<file path="config.mk">
export PLATFORM = sky130hd
export DESIGN_NAME = fork_join_ctrl
export DESIGN_NICKNAME = d
export VERILOG_FILES = /design/src/rtl/fork_join_ctrl.sv
export SDC_FILE = /design/constraint.sdc
export NUM_CORES = 1
export LEC_CHECK = 0
export BUFFER_PORTS_ARGS = -buffer_cell sky130_fd_sc_hd__buf_2
export CORE_MARGIN = 3
export CORE_UTILIZATION = 51
export DETAILED_ROUTE_END_ITERATION = 6
export HOLD_SLACK_MARGIN = 0.02
export PLACE_DENSITY = 0.79
export SYNTH_ARGS = -nofsm -noshare
export SYNTH_HDL_FRONTEND = slang
export SYNTH_SLANG_ARGS = --single-unit
</file>
<file path="constraint.sdc">
create_clock -name clk -period 2.3 [get_ports clk]
set_input_delay 0.46 -clock clk [delete_from_list [all_inputs] [get_ports clk]]
set_output_delay 0.46 -clock clk [all_outputs]
set_load 0.03 [all_outputs]
</file>
<file path="src/rtl/fork_join_ctrl.sv">
// fork/join_any sequencer: launches N_JOBS timed jobs, runs one follow-on job after the first finishes.
// Optional join_all mode is enabled by defining FORK_JOIN_ALL_EN (adds the join_all_i input).
module fork_join_ctrl #(
    parameter int N_JOBS = 3,
    parameter int CNT_W  = 8,
    parameter int TIME_W = 16,
    parameter int ID_W   = 2
) (
    input  logic                    clk,
    input  logic                    rst_n,
    input  logic                    start_i,
    input  logic [N_JOBS*CNT_W-1:0] job_delay_i,
    input  logic [CNT_W-1:0]        post_delay_i,
`ifdef FORK_JOIN_ALL_EN
    input  logic                    join_all_i,
`endif
    output logic                    busy_o,
    output logic [N_JOBS-1:0]       job_done_o,
    output logic [ID_W-1:0]         winner_o,
    output logic                    done_o,
    output logic [TIME_W-1:0]       elapsed_o,
    output logic                    start_drop_o
);

    typedef enum logic [1:0] {IDLE, RUN, POST} state_t;

    localparam logic [TIME_W-1:0] EL_MAX = '1;

    state_t            state_q, state_d;
    logic [CNT_W-1:0]  job_cnt_q [N_JOBS];
    logic [N_JOBS-1:0] job_active_q;
    logic [CNT_W-1:0]  post_cnt_q;
    logic [TIME_W-1:0] elapsed_cnt_q;
    logic [TIME_W-1:0] elapsed_q;
    logic [ID_W-1:0]   winner_q;
    logic              start_accept;
    logic              join_hit;
    logic [ID_W-1:0]   win_lo;

    // Handshake: start_i is a level request; it is accepted only in IDLE with no job
    // still running, otherwise start_drop_o flags the ignored cycle.
    assign start_accept = (state_q == IDLE) && start_i && !(|job_active_q);
    assign start_drop_o = start_i && !start_accept;
    assign busy_o       = (state_q != IDLE) || (|job_active_q);
    assign done_o       = (state_q == POST) && (post_cnt_q == '0);
    assign winner_o     = winner_q;
    assign elapsed_o    = done_o ? elapsed_cnt_q : elapsed_q;

    always_comb begin
        job_done_o = '0;
        for (int i = 0; i < N_JOBS; i++)
            job_done_o[i] = job_active_q[i] && (job_cnt_q[i] == '0);
    end

    // Descending scan so the lowest completing index wins.
    always_comb begin
        win_lo = '0;
        for (int i = N_JOBS - 1; i >= 0; i--)
            if (job_done_o[i]) win_lo = ID_W'(i);
    end

`ifdef FORK_JOIN_ALL_EN
    logic            join_all_q;
    logic            join_all_hit;
    logic [ID_W-1:0] win_hi;

    // The join completes once no job remains active apart from those finishing now.
    assign join_all_hit = (|job_done_o) && ((job_active_q & ~job_done_o) == '0);
    assign join_hit     = join_all_q ? join_all_hit : (|job_done_o);

    always_comb begin
        win_hi = '0;
        for (int i = 0; i < N_JOBS; i++)
            if (job_done_o[i]) win_hi = ID_W'(i);
    end

    always_ff @(posedge clk) begin
        if (!rst_n)            join_all_q <= 1'b0;
        else if (start_accept) join_all_q <= join_all_i;
    end
`else
    assign join_hit = |job_done_o;
`endif

    always_ff @(posedge clk) begin
        if (!rst_n) begin
            state_q <= IDLE;
        end else begin
            state_q <= state_d;
        end
    end

    always_comb begin
        state_d = state_q;
        case (state_q)
            IDLE:    if (start_accept) state_d = RUN;
            RUN:     if (join_hit) state_d = POST;
            POST:    if (post_cnt_q == '0) state_d = IDLE;
            default: state_d = IDLE;
        endcase
    end

    // Job counters keep running in every state so background jobs finish after the join.
    always_ff @(posedge clk) begin
        if (!rst_n) begin
            job_active_q <= '0;
            for (int i = 0; i < N_JOBS; i++) job_cnt_q[i] <= '0;
        end else begin
            for (int i = 0; i < N_JOBS; i++) begin
                if (start_accept) begin
                    job_cnt_q[i]    <= job_delay_i[i*CNT_W +: CNT_W];
                    job_active_q[i] <= 1'b1;
                end else if (job_active_q[i]) begin
                    if (job_cnt_q[i] != '0) job_cnt_q[i] <= job_cnt_q[i] - 1'b1;
                    else                    job_active_q[i] <= 1'b0;
                end
            end
        end
    end

    always_ff @(posedge clk) begin
        if (!rst_n) begin
            post_cnt_q    <= '0;
            winner_q      <= '0;
            elapsed_cnt_q <= '0;
            elapsed_q     <= '0;
        end else begin
            if (state_q == RUN && join_hit) begin
                post_cnt_q <= post_delay_i;
`ifdef FORK_JOIN_ALL_EN
                winner_q   <= join_all_q ? win_hi : win_lo;
`else
                winner_q   <= win_lo;
`endif
            end else if (state_q == POST && post_cnt_q != '0) begin
                post_cnt_q <= post_cnt_q - 1'b1;
            end

            // Counting stops on the done cycle so the reported value is edges E0..done.
            if (start_accept)
                elapsed_cnt_q <= '0;
            else if (state_q != IDLE && !done_o && elapsed_cnt_q != EL_MAX)
                elapsed_cnt_q <= elapsed_cnt_q + 1'b1;

            if (done_o) elapsed_q <= elapsed_cnt_q;
        end
    end

endmodule
</file>
==> impl_metrics.csv <==
group,metric,value,unit
outcome,status,"complete, but fails checks",
outcome,violations,"setup timing",
floorplan,die_y,92.7,µm
global_route,grt_pass1_vias,3107,
final_layout,fill_cells,487,
power,power_frac_clock,22.9,%
power,switching_share,35.4,%
timing,whs,363,ps
timing,relSlewSlack,54.5,%
timing,fin_skew,11.8,ps
setup_path,critPathMaxFanout,2,
placed_design,gp_congestion,0.814,
clock_tree,cts_buffer_depth,2,
route,wl_per_cell,15.6,µm
power,finalPower,4.76,mW
route,drc_errors,0,
global_route,grt_pass1_wl,14200,µm
global_route,grtUsageMet1,24.5,%
setup_path,end_kind,"primary output",
timing,drv_slew,0,
placed_design,dp_slack,57.2,ps
global_route,met2_usage,36.1,%
clock_tree,htree_levels,3,
power,ir_drop,0.000694,V
floorplan,core_area,7020,µm²
setup_path,worstPathCellList,"inv_1 -> ha_2 -> or4b_4 -> buf_6 -> nor4_4 -> buf_6",
yosys,ys.flop_type,"dfxtp_1",
route,ant_nets,0,
clock_tree,clock_latency,350,ps
setup_path,crit_arrival,1960,ps
final_layout,drive_above_1_share,37.8,%
clock_tree,cts_hold_buf,0,
timing,finalSetupViolations,19,
floorplan,rows,30,
power,p_per_area,941,nW/µm²
final_layout,num-nets-final,528,
yosys,synthTopCellsByCount,"dfxtp_1 (47), nor2_1 (31), nand2_1 (28)",
global_route,antenna_found_initial,0,
final_layout,syn_to_final_growth,32.0,%
timing,fmax,0.414,GHz
power,switchingPower,1.69,mW
yosys,syn_nets,424,
clock_tree,root_buffer,"clkbuf_8",
yosys,yosysMostFrequentCell,"dfxtp_1",
yosys,yosys.area.top_type,"dfxtp_1",
placed_design,dp_hpwl,5910,µm
timing,rsz0062_at_grt,"yes",
timing,final-hold-violation-count,0,
global_route,grtUsageTotal,20.5,%
yosys,synthTopCellsByArea,"dfxtp_1 (25%), edfxtp_1 (19%), a21oi_1 (3.1%), nor2_1 (3.0%), xnor2_1 (3.0%)",
power,p_int,3.07,mW
global_route,use_met3,3.90,%
yosys,syn_area_per_cell,10.0,µm²
setup_path,start_kind,"flop",
yosys,ys_seq_area_share,43.4,%
yosys,synth_edf_count,24,
timing,min_period_over_period,105,%
setup_path,critical-path-slowest-cell,"or4b_4",
power,seq_power_share,40.0,%
yosys,synthArstFlopShare,0,%
setup_path,path_class,"reg2out",
yosys,yosysWarnings,0,
setup_path,critPathMaxStageDelay,470,ps
clock_tree,cts_tree,"yes",
yosys,post_synth_num_cell_types,62,
floorplan,die_area,8590,µm²
setup_path,ff2ff_setup_slack,0,ps
timing,finalWorstSetupSlack,-117,ps
route,first_iter_violations,146,
setup_path,cp.required,1840,ps
setup_path,cp.buffers_inverters,3,
worst_hold_path,min_path_type,"in2reg",
floorplan,initial_core_util,54.6,%
clock_tree,cts_buffers,9,
route,firstDrtPassIters,4,
final_layout,fin_cells,588,
global_route,grt_overflow_total,0,
final_layout,antenna_cells_inserted,0,
clock_tree,clk_pin_slew,80,ps
setup_path,crit_top_cell,"buf_6",
timing,tightest_slew,673,ps
setup_path,crit_family,"simple AND/OR/NAND/NOR gates",
yosys,synth-seq-cells,71,
route,wl,9180,µm
placed_design,dpl_cell_area,4370,µm²
floorplan,die_x,92.7,µm
route,num_vias,3318,
global_route,grt_start_max_net_pins,22,
yosys,syn-instance-count,383,
yosys,synth_top_area_share,24.6,%
clock_tree,clock_sinks,71,
timing,period_needed,2420,ps
power,power.leakage,2.06,nW
final_layout,fin_area,5050,µm²
route,viasPerCell,5.64,
placed_design,portBuffers,58,
global_route,top_usage_layer,"met2",
floorplan,pin_count,59,
yosys,synth.cell_area,3830,µm²
run,drv_cap,0,
placed_design,dp_cells,545,
power,combinationalPowerShare,37.1,%
## layer usage
metal | share of wire (%) | vias up
met5 | 0 | -
met4 | 1.7 | 0
met3 | 4.5 | 18
met2 | 51 | 99
met1 | 43 | 1584
li1 | - | 1617
## path summary, 6_finish.rpt
kind,to,startpoint,cells after the start
worst min-delay path,post_cnt_q[1]$_SDFFE_PN0P_,post_delay_i[1],3
worst min register to register,elapsed_cnt_q[4]$_SDFFE_PP0P_,elapsed_cnt_q[4]$_SDFFE_PP0P_,2
worst max-delay path,job_done_o[0],job_cnt_q[0][0]$_SDFFCE_PP0P_,6
worst max register to register,job_cnt_q[2][3]$_DFFE_PP_,job_cnt_q[0][0]$_SDFFCE_PP0P_,8
## layout make-up
type	count	area, µm²	area share, %
Timing Repair Buffer	107	848	16.8
Tap cell	96	120	2.38
Inverter	14	52.6	1.04
Sequential cell	71	1670	33.1
Clock buffer	12	199	3.94
Multi-Input combinational cell	284	2130	42.2
Clock inverter	4	30.0	0.594
## kinds of logic after synthesis
logic type / share of synthesized area [%]
adder cells (fa/ha/maj): 1.96
multiplexers: 6.53
flip-flops: 43.4
AND/OR/NAND/NOR: 23.1
AO/OA/AOI/OAI: 16.6
buffers and inverters: 3.92
XOR/XNOR: 4.57
## per-stage QoR
step                      utilization, %  setup TNS (ps)
final                               72.0           -1190
after global routing                72.0           -3320
after CTS                           70.0           -1110
after detailed placement            62.2               0
after global placement              62.2               0
after floorplan                        -               0
## worst min-delay path, delay by kind of cell
kind                   cells  cell delay [ps]
and+or+nand+nor            1               70
muxes                      1               60
buffers and inverters      1               90
## placed cells by master (no fill, tap or decap), types with 7 or more instances in the layout
master     n
xnor2_1   13
mux2i_1    7
buf_2     38
a211oi_1   7
or3_1     11
nor2_1    31
edfxtp_1  24
inv_1     12
o21ai_0   11
nand3_1    9
clkbuf_8   9
nor3_1     7
buf_6     22
dfxtp_1   42
mux2_2    11
nand2_1   27
a21oi_1   24
buf_4     42
and2_1    16
xor2_1     7
## registers in the layout, summed over array words and instances (netlist names)
name and cells:
job_cnt_q 24, elapsed_cnt_q 16, elapsed_q 16, post_cnt_q 8, job_active_q 3, state_q 2, winner_o 2
## power by group through the flow
stage          clock, mW  sequential, mW  combinational, mW
6_report            1.09            1.90               1.77
5_1_grt             1.15            1.94               1.94
4_1_cts             1.10            1.89               1.69
3_5_place_dp           0            1.92               1.54
3_3_place_gp           0            1.90               1.49
2_1_floorplan          0            1.85               1.16
## what timing repair did
action / 4_1_cts / 5_1_grt
hold endpoints to repair: 0 / 0
setup endpoints to repair: 19 / 70
pin swaps: 4 / 10
buffers inserted: 13 / 12
gates cloned: 1 / 1
resized for setup: 66 / 16
No activity file was read; power rests on OpenSTA's default activity.
